**src/rtl/arb_pkg.sv**
```systemverilog
// Shared definitions for the arbiter requester: channel count, index type and grant helpers.
package arb_pkg;

  localparam int NUM_CH = 4;
  localparam int CH_W   = 2;

  typedef logic [CH_W-1:0] ch_idx_t;

  // True when more than one bit of v is set.
  function automatic logic is_multi_hot(input logic [NUM_CH-1:0] v);
    return |(v & (v - {{(NUM_CH-1){1'b0}}, 1'b1}));
  endfunction

endpackage

```
**src/rtl/arb_req_fifo.sv**
```systemverilog
// Single-channel request queue: DEPTH entries of DATA_W bits, head exposed combinationally.
module arb_req_fifo #(
  parameter int DATA_W = 8,
  parameter int DEPTH  = 4,
  localparam int PTR_W = $clog2(DEPTH),
  localparam int CNT_W = PTR_W + 1
) (
  input  logic              clk,
  input  logic              i_rst_n,
  input  logic              push_i,
  input  logic              pop_i,
  input  logic [DATA_W-1:0] data_i,
  output logic [DATA_W-1:0] data_o,
  output logic [CNT_W-1:0]  count_o,
  output logic              full_o,
  output logic              empty_o
);

  localparam logic [CNT_W-1:0] CNT_ZERO  = CNT_W'(0);
  localparam logic [CNT_W-1:0] CNT_ONE   = CNT_W'(1);
  localparam logic [CNT_W-1:0] CNT_DEPTH = CNT_W'(DEPTH);
  localparam logic [PTR_W-1:0] PTR_ONE   = PTR_W'(1);

  logic [DATA_W-1:0] mem_q [DEPTH];
  logic [PTR_W-1:0]  wr_ptr_q, wr_ptr_d;
  logic [PTR_W-1:0]  rd_ptr_q, rd_ptr_d;
  logic [CNT_W-1:0]  count_q, count_d;
  logic              push_ok_s;
  logic              pop_ok_s;

  assign full_o    = (count_q == CNT_DEPTH);
  assign empty_o   = (count_q == CNT_ZERO);
  assign count_o   = count_q;
  assign data_o    = mem_q[rd_ptr_q];
  // Fullness is judged on the pre-edge count, so a push into a full queue is lost even if it pops.
  assign push_ok_s = push_i & ~full_o;
  assign pop_ok_s  = pop_i & ~empty_o;

  // Next-state pointers and occupancy; pointers wrap naturally since DEPTH is a power of two.
  always_comb begin
    wr_ptr_d = push_ok_s ? (wr_ptr_q + PTR_ONE) : wr_ptr_q;
    rd_ptr_d = pop_ok_s ? (rd_ptr_q + PTR_ONE) : rd_ptr_q;
    case ({push_ok_s, pop_ok_s})
      2'b10:   count_d = count_q + CNT_ONE;
      2'b01:   count_d = count_q - CNT_ONE;
      default: count_d = count_q;
    endcase
  end

  // Pointer and count registers.
  always_ff @(posedge clk or negedge i_rst_n) begin
    if (!i_rst_n) begin
      wr_ptr_q <= '0;
      rd_ptr_q <= '0;
      count_q  <= '0;
    end else begin
      wr_ptr_q <= wr_ptr_d;
      rd_ptr_q <= rd_ptr_d;
      count_q  <= count_d;
    end
  end

  // Storage array; contents are don't-care while count says empty.
  always_ff @(posedge clk) begin
    if (push_ok_s) begin
      mem_q[wr_ptr_q] <= data_i;
    end
  end

endmodule

```
**src/rtl/arb_requester.sv**
```systemverilog
// Four queued requesters feeding a round-robin arbiter; serviced payload returned one cycle after grant.
// Optional grant protocol checker enabled by defining ARB_REQUESTER_GRANT_CHECK_EN.
module arb_requester
  import arb_pkg::*;
#(
  parameter int DATA_W = 8,
  parameter int DEPTH  = 4
) (
  input  logic                     clk,
  input  logic                     i_rst_n,
  input  logic [NUM_CH-1:0]        i_wr_en,
  input  logic [NUM_CH*DATA_W-1:0] i_wr_data,
  output logic [NUM_CH-1:0]        o_full,
  output logic [NUM_CH-1:0]        o_req,
  input  logic [NUM_CH-1:0]        i_grant,
  output logic                     o_valid,
  output logic [DATA_W-1:0]        o_data,
  output logic [CH_W-1:0]          o_ch,
  output logic                     o_err
);

  localparam int CNT_W = $clog2(DEPTH) + 1;

  logic [DATA_W-1:0] head_s  [NUM_CH];
  logic [CNT_W-1:0]  count_s [NUM_CH];
  logic [NUM_CH-1:0] empty_s;
  logic [NUM_CH-1:0] pop_s;
  logic              pop_any_s;
  ch_idx_t           sel_ch_s;

  logic              valid_q, valid_d;
  logic [DATA_W-1:0] data_q, data_d;
  ch_idx_t           ch_q, ch_d;

  for (genvar g = 0; g < NUM_CH; g++) begin : g_ch
    arb_req_fifo #(
      .DATA_W (DATA_W),
      .DEPTH  (DEPTH)
    ) u_fifo (
      .clk     (clk),
      .i_rst_n (i_rst_n),
      .push_i  (i_wr_en[g]),
      .pop_i   (pop_s[g]),
      .data_i  (i_wr_data[g*DATA_W +: DATA_W]),
      .data_o  (head_s[g]),
      .count_o (count_s[g]),
      .full_o  (o_full[g]),
      .empty_o (empty_s[g])
    );
    assign o_req[g] = (count_s[g] != CNT_W'(0));
  end

  // Service only the lowest-index channel that is both granted and non-empty.
  always_comb begin
    pop_s     = '0;
    pop_any_s = 1'b0;
    sel_ch_s  = '0;
    for (int n = 0; n < NUM_CH; n++) begin
      if (i_grant[n] && !empty_s[n] && !pop_any_s) begin
        pop_s[n]  = 1'b1;
        pop_any_s = 1'b1;
        sel_ch_s  = ch_idx_t'(n);
      end else begin
      end
    end
  end

  // Transfer outputs hold their payload between strobes.
  always_comb begin
    valid_d = pop_any_s;
    if (pop_any_s) begin
      data_d = head_s[sel_ch_s];
      ch_d   = sel_ch_s;
    end else begin
      data_d = data_q;
      ch_d   = ch_q;
    end
  end

  // Registered transfer outputs.
  always_ff @(posedge clk or negedge i_rst_n) begin
    if (!i_rst_n) begin
      valid_q <= 1'b0;
      data_q  <= '0;
      ch_q    <= '0;
    end else begin
      valid_q <= valid_d;
      data_q  <= data_d;
      ch_q    <= ch_d;
    end
  end

  assign o_valid = valid_q;
  assign o_data  = data_q;
  assign o_ch    = ch_q;

`ifdef ARB_REQUESTER_GRANT_CHECK_EN
  logic err_q, err_d;

  // A grant is illegal when multi-hot or aimed at a channel not currently requesting.
  always_comb begin
    err_d = err_q | is_multi_hot(i_grant) | (|(i_grant & ~o_req));
  end

  // Sticky error flag, cleared only by reset.
  always_ff @(posedge clk or negedge i_rst_n) begin
    if (!i_rst_n) begin
      err_q <= 1'b0;
    end else begin
      err_q <= err_d;
    end
  end

  assign o_err = err_q;
`else
  assign o_err = 1'b0;
`endif

endmodule

```
**config.mk**
```make
export PLATFORM = sky130hd
export DESIGN_NAME = arb_requester
export DESIGN_NICKNAME = d
export VERILOG_FILES = /design/src/rtl/arb_pkg.sv /design/src/rtl/arb_req_fifo.sv /design/src/rtl/arb_requester.sv
export SDC_FILE = /design/constraint.sdc
export NUM_CORES = 1
export LEC_CHECK = 0
export ABC_AREA = 1
export CAP_MARGIN = 20
export CORE_MARGIN = 4
export CORE_UTILIZATION = 55
export CTS_CLUSTER_DIAMETER = 60
export DETAILED_ROUTE_END_ITERATION = 6
export GPL_ROUTABILITY_DRIVEN = 0
export PLACE_DENSITY = 0.8
export SETUP_SLACK_MARGIN = 0.4
export SLEW_MARGIN = 20
export SYNTH_ARGS = -nofsm -noshare
export SYNTH_HDL_FRONTEND = slang
export SYNTH_HIERARCHICAL = 1
export SYNTH_SLANG_ARGS = --single-unit
```
**constraint.sdc**
```tcl
create_clock -name clk -period 3.12 [get_ports clk]
set_clock_uncertainty 0.2 [all_clocks]
set_input_delay 0.468 -clock clk [delete_from_list [all_inputs] [get_ports clk]]
set_output_delay 0.468 -clock clk [all_outputs]
set_load 0.005 [all_outputs]
```
; After elaboration in Yosys (flattened, before gate mapping)
; Memories as Yosys holds them, arrays and structs flattened.
; Cells that the tools add are included.
[word_totals]
ff_bits = 39
mem_count = 4
out_inout_bits = 20
in_bits = 42
mem_bits_rw = 128
wordCells = 116
[mem_list]
columns = name, words, word_bits, read_ports, rd_ports_with_merged_regs, wr, line_no
row1 = g_ch[0].u_fifo.mem_q, 4, 8, 1, 0, 1, arb_req_fifo.sv:24  ; logic [DATA_W-1:0] mem_q [DEPTH];
row2 = g_ch[1].u_fifo.mem_q, 4, 8, 1, 0, 1, arb_req_fifo.sv:24
row3 = g_ch[2].u_fifo.mem_q, 4, 8, 1, 0, 1, arb_req_fifo.sv:24
row4 = g_ch[3].u_fifo.mem_q, 4, 8, 1, 0, 1, arb_req_fifo.sv:24
[classes]
n_addsub = 16
reduce_logical = 26
muxes = 25
order_cmp = 1
bitwise = 17
eq_ne = 12
[ops]
columns = cell, n
row1 = $pmux W3 S2, 4
row2 = $add A2 B1 Y2 const B, 8
row3 = $bmux W8 S2, 1
row4 = $mux W1, 16
row5 = $mux W8, 2
row6 = $add A3 B1 Y3 const B, 4
row7 = $eq A3 B3 Y1 const B, 4
row8 = $logic_not A3 Y1, 4
row9 = $reduce_bool A3 Y1, 4
row10 = $sub A3 B1 Y3 const B, 4
row11 = $and A1 B1 Y1, 8
row12 = $eq A2 B1 Y1 const B, 4
row13 = $eq A2 B2 Y1 const B, 4
row14 = $not A1 Y1, 8
row15 = $reduce_bool A2 Y1, 4
row16 = $logic_and A1 B1 Y1, 7
row17 = $logic_not A1 Y1, 7
row18 = $mux W2, 2
row19 = $ge A3 B3 Y1 const B, 1
row20 = $not A2 Y3, 1

; Longest topological paths before layout
[logic_depth]
word_depth = 17
mapped_depth = 18
mapped_depth_nobuf = 17

; Modules after synthesis
; Netlist, hierarchy kept.
[by_module_without_submodules]
columns = module, n_inst, area_each_um2, cells_each
row1 = arb_req_fifo (g_ch[0].u_fifo ...), 3, 1751.7, 154
row2 = arb_req_fifo (g_ch[1].u_fifo), 1, 1741.7, 154
row3 = arb_requester, 1, 938.4, 158

; Worst setup path after synthesis
; Ideal clock, no wire load.
[synth_timing]
kind = register -> register
start = register g_ch[2].u_fifo.count_q[0]
end = register g_ch[3].u_fifo.count_q[2]
setup_time_ns = 0.117
arrival_time_ns = 2.218
path_slack_ns = 0.585
n_path_buf = 1
path_stages_with_launch = 18
synth_period_minus_slack_ns = 2.535
path_cell_list = dfrtp_1 -> inv_1 -> nand3_2 -> inv_1 -> inv_1 -> nand2_1 -> nand4_1 -> buf_2 -> inv_1 -> nand2_1 -> inv_1 -> ha_1 -> inv_1 -> fa_1 -> nand2_1 -> nand3_1 -> nand2_1 -> nand2_1
[synth_via]
elab_chain_cells = 11
word_cells_on_any_way = 13
classes_between = eq/ne: 2 / mux: 3 / bitwise: 1 / reduce/logical: 7
[synth_rtl]
columns = item, line_no
row1 = start: declaration, arb_req_fifo.sv:27  ; logic [CNT_W-1:0] count_q, count_d;
row2 = start signal: assignment, arb_req_fifo.sv:59  ; count_q <= count_d;
row3 = $logic_not A3 Y1 *, arb_req_fifo.sv:32  ; assign empty_o = (count_q == CNT_ZERO);
row4 = net empty_s[2], arb_requester.sv:26  ; logic [NUM_CH-1:0] empty_s;
row5 = $logic_not A1 Y1 *, arb_requester.sv:59  ; if (i_grant[n] && !empty_s[n] && !pop_any_s) begin
row6 = $logic_and A1 B1 Y1 * (2 in a row), arb_requester.sv:59
row7 = $mux W1 *, arb_requester.sv:59
row8 = $logic_not A1 Y1 *, arb_requester.sv:59
row9 = $logic_and A1 B1 Y1 *, arb_requester.sv:59
row10 = $mux W1 *, arb_requester.sv:59
row11 = net pop_s[3], arb_requester.sv:27  ; logic [NUM_CH-1:0] pop_s;
row12 = $and A1 B1 Y1 *, arb_req_fifo.sv:37  ; assign pop_ok_s = pop_i & ~empty_o;
row13 = net g_ch[3].u_fifo.pop_ok_s, arb_req_fifo.sv:29  ; logic pop_ok_s;
row14 = $eq A2 B1 Y1 or $eq A2 B2 Y1 (tied branches), arb_req_fifo.sv:43  ; case ({push_ok_s, pop_ok_s})
row15 = $pmux W3 S2 or $reduce_bool A2 Y1 (tied branches), --
row16 = end signal: assignment, arb_req_fifo.sv:59
row17 = end: declaration, arb_req_fifo.sv:27
; The timed path passes the listed nets; every way through them passes the cells marked *.
; A chain may end at the register's enable or synchronous reset.

; Final worst setup path
[layout_timing]
start = register g_ch[2].u_fifo.count_q[2]
end = register g_ch[3].u_fifo.count_q[2]
; Same word-level chain as after synthesis.

==> implementation parameters <==
Parameter                              Value

Outcome
  Outcome ... finished with violations
  Violations in the final reports ... hold timing

CTS
  Worst-case clock buffer depth ... 2
  CTS root buf ... sky130_fd_sc_hd__clkbuf_16
  Clock Pin Slew Worst Setup and Hold Paths ... approximately 0.07 ns
  Number of levels in the clock H-tree ... 4
  Number of clock sinks seen by CTS ... 167
  Clock tree from TritonCTS ... yes
  Num CTS Buffers ... 17
  Source-to-sink clock delay at the later pin of the worst-skew pair ... 0.43 ns

Routing
  Iteration-0 DRC count of the detailed router ... around 440
  Total Wirelength ... 15.7 mm
  Via density per instance ... 5.14
  Average wire per cell in the routed design ... between 15 and 20 um
  Vias ... between 5000 and 6000
  Antenna violation net count after detailed routing ... 0
  Pre-antenna DRT Iters ... 5
  Number of design rule violations left after detail routing ... 0

Die
  DIE AREA ... 16400 um^2
  Core region area ... 14000 um^2
  I/O pin count ... 62
  Die boundary height ... 128 um
  Placement row count ... 43
  Effective utilization at floorplan ... 0.567
  Die X ... 128 um

Worst setup path
  Worst Reg-to-Reg Cells ... 16
  Top fanout value on the critical path ... 5
  Critical path data required time ... 3.23 ns
  Category of the critical setup timing path ... flip-flop to flip-flop
  Worst setup slack for register-to-register paths ... 0.56 ns
  Startpoint kind of the worst setup timing path ... flip-flop
  Worst flop-to-flop path startpoint ... g_ch[2].u_fifo/count_o[2]
  Crit path DAT ... 2.67 ns
  CP endpoint ... g_ch[3].u_fifo/count_o[2]
  Startpoint of the most critical setup path ... g_ch[2].u_fifo/count_o[2]
  Crit Reg-Reg Endpoint ... g_ch[3].u_fifo/count_o[2]
  CP endpoint kind ... flip-flop

GRT
  Met1 usage ... 0.244
  Largest net degree at the start of global routing ... 40
  Total global routing track utilization ... 0.198
  First-pass GRT wire length ... approximately 25 mm
  GRT busiest layer ... met2
  Via count of the first global-routing pass ... 5092
  Met2 Usage GRT ... 0.332
  Overflow left after global routing ... 0
  Initial antenna violation count ... 0
  Met3 global-route usage ... 0.0567

Timing
  Fmax achieved ... 391 MHz
  Total negative slack ... 0 ns
  Number of pins exceeding their max-slew limit in the final report ... 0
  Least-Margin Pin Slew ... a little under 1 ns
  Hold Worst Slack ... -0.00291 ns
  Post-route setup slack ... about 0.56 ns
  RSZ-0062 raised after global routing ... yes
  Final hold violations ... 7
  Portion of the clock cycle consumed by the worst path in the final layout ... 0.820
  Number of failing setup endpoints in the final timing report ... 0
  Period minus WS final ... roughly 2.6 ns
  Slew HR ... 0.345

Yosys
  Commonest register cell after synthesis ... sky130_fd_sc_hd__edfxtp_1
  Count of yosys warnings during synthesis ... 6
  Fraction of registers with async set or reset after synthesis ... 0.234
  Sequential element share of the synthesized area ... 0.607
  EDFF count, synth ... roughly 130
  Number of cells produced by synthesis ... 774
  Seq cells post-synth ... 167
  Number of distinct library cells after synthesis ... 27
  Net count after synthesis ... 840
  Netlist area before placement ... 7940 um^2
  Avg Cell Area, Syn ... 10.3 um^2

Min path
  Hold crit path type ... primary input to async pin

Layout
  Commonest cells after routing, fill and taps aside ... sky130_fd_sc_hd__nand2_1 (219), sky130_fd_sc_hd__inv_1 (149), sky130_fd_sc_hd__edfxtp_1 (128)
  Post-route non-filler standard cell count ... between 1000 and 1500
  Fraction of layout instances using a drive strength above 1 ... 0.0978
  Number of nets in the final layout ... 912
  Final antenna diode count ... 0
  Post-synthesis to final-layout area growth ... 17.1%
  Filler cell count ... 1049
  Final cell utilization of the core ... 0.664
  Most common cell after layout, fill and taps aside ... sky130_fd_sc_hd__nand2_1

Power
  Standby leakage power ... 4.22 nW
  Net switching power of the design ... between 3 and 4 mW
  Power density of the placed cells ... 952 nW/um^2
  Internal Power ... 5.57 mW
  Maximum VDD drop ... 0.000559 V
  Clk pwr share ... 0.250
  Share of total power in sequential cells ... 0.383
  Net switching share of the total power ... 0.371
  Share of power burned in combinational logic ... 0.367

Place
  Post-detail-place hpwl ... 10.3 mm
  Placed Cells incl. Taps ... 1006
  Place WS ... between 0.3 and 0.4 ns
  Count of buffers from port buffering ... 60

Flow run
  Number of maximum-capacitance constraint violations ... 0
[sequential cells by signal (all words and copies together), names as in the netlist]
register,count
g_ch.u_fifo/count_o,12
g_ch.u_fifo/mem_q,128
g_ch.u_fifo/rd_ptr_q,8
g_ch.u_fifo/wr_ptr_q,8
o_ch,2
o_data,8
o_valid,1
[synthesized netlist by cell type, types with 5 or more instances]
master / number / share of area
sky130_fd_sc_hd__buf_4: 6 / 0.0057
sky130_fd_sc_hd__buf_6: 9 / 0.013
sky130_fd_sc_hd__dfrtp_1: 39 / 0.12
sky130_fd_sc_hd__edfxtp_1: 128 / 0.48
sky130_fd_sc_hd__ha_1: 20 / 0.032
sky130_fd_sc_hd__inv_1: 155 / 0.073
sky130_fd_sc_hd__inv_2: 9 / 0.0043
sky130_fd_sc_hd__nand2_1: 220 / 0.10
sky130_fd_sc_hd__nand2_4: 6 / 0.0085
sky130_fd_sc_hd__nand3_1: 38 / 0.024
sky130_fd_sc_hd__nand3_2: 7 / 0.0088
sky130_fd_sc_hd__nand4_1: 5 / 0.0039
sky130_fd_sc_hd__nor2_1: 36 / 0.017
sky130_fd_sc_hd__o211ai_1: 64 / 0.061
[power by group through the flow]
stage                     sequential, mW  combinational (mW)  clock (mW)
after floorplan                     3.27                2.43           0
after global placement              3.40                3.06           0
after detailed placement            3.41                3.17           0
after CTS                           3.38                3.23        2.24
after global routing                3.44                3.68        2.33
final                               3.39                3.25        2.21
[metrics by stage]
stage	hold WS, ns	power, mW	instance area [um^2]
after floorplan	-0.0276	5.70	7940
after global placement	0.268	6.46	8640
after detailed placement	0.277	6.58	8640
after CTS	0.0209	8.86	9270
after global routing	0.0644	9.45	9300
final	-0.00291	8.85	9300
[cell type report]
type / instances / area (um^2) / share of cell area
Sequential cell: 167 / 4820 / 0.519
Multi-Input combinational cell: 418 / 2290 / 0.246
Timing Repair Buffer: 74 / 701 / 0.0754
Inverter: 168 / 636 / 0.0684
Clock buffer: 17 / 425 / 0.0458
Tap cell: 180 / 225 / 0.0242
Clock inverter: 15 / 203 / 0.0218
[routing by layer]
metal | vias up | share of wire
li1 | 2643 | -
met1 | 2492 | 0.42
met5 | - | 0
met4 | 0 | 0.023
met2 | 177 | 0.50
met3 | 29 | 0.063
[repair_timing]
action / in CTS / in global routing
buffers inserted: 0 / 1
hold buffers: 0 / 0
gates resized for setup: 0 / 10
endpoints found under the setup margin: 0 / 4
[cells by family after synthesis]
family	share of synthesized area
AO/OA/AOI/OAI	0.0658
other	0.000473
adder cells (fa/ha/maj)	0.0416
XOR/XNOR	0.00441
buffers and inverters	0.107
flip-flops	0.607
AND/OR/NAND/NOR	0.174
[worst min path at each step]
stage / endpoint / cells after the start / from / slack [ns]
final: o_data[3] / 1 / i_rst_n / -0.003
after global routing: g_ch[3].u_fifo/count_o[2] / 1 / i_rst_n / 0.06
after CTS: g_ch[2].u_fifo/count_o[1] / 1 / i_rst_n / 0.02
after detailed placement: o_data[0] / 2 / o_data[0] / 0.28
after global placement: o_data[7] / 2 / o_data[7] / 0.27
after floorplan: g_ch[0].u_fifo/count_o[0] / 0 / i_rst_n / -0.03
[critical path, cell delays in order, from the launching register on]
cell	delay (ns)
sky130_fd_sc_hd__dfrtp_1	0.42
sky130_fd_sc_hd__inv_1	0.13
sky130_fd_sc_hd__nand3_4	0.12
sky130_fd_sc_hd__inv_1	0.07
sky130_fd_sc_hd__inv_1	0.05
sky130_fd_sc_hd__nand2_2	0.11
sky130_fd_sc_hd__nand4_1	0.13
sky130_fd_sc_hd__inv_1	0.12
sky130_fd_sc_hd__nand2_1	0.08
sky130_fd_sc_hd__inv_1	0.06
sky130_fd_sc_hd__ha_1	0.16
sky130_fd_sc_hd__inv_1	0.07
sky130_fd_sc_hd__fa_1	0.40
sky130_fd_sc_hd__nand2_1	0.12
sky130_fd_sc_hd__nand3_1	0.08
sky130_fd_sc_hd__nand2_1	0.06
sky130_fd_sc_hd__nand2_1	0.07
Note: power is estimated with default switching activity, not from simulation.
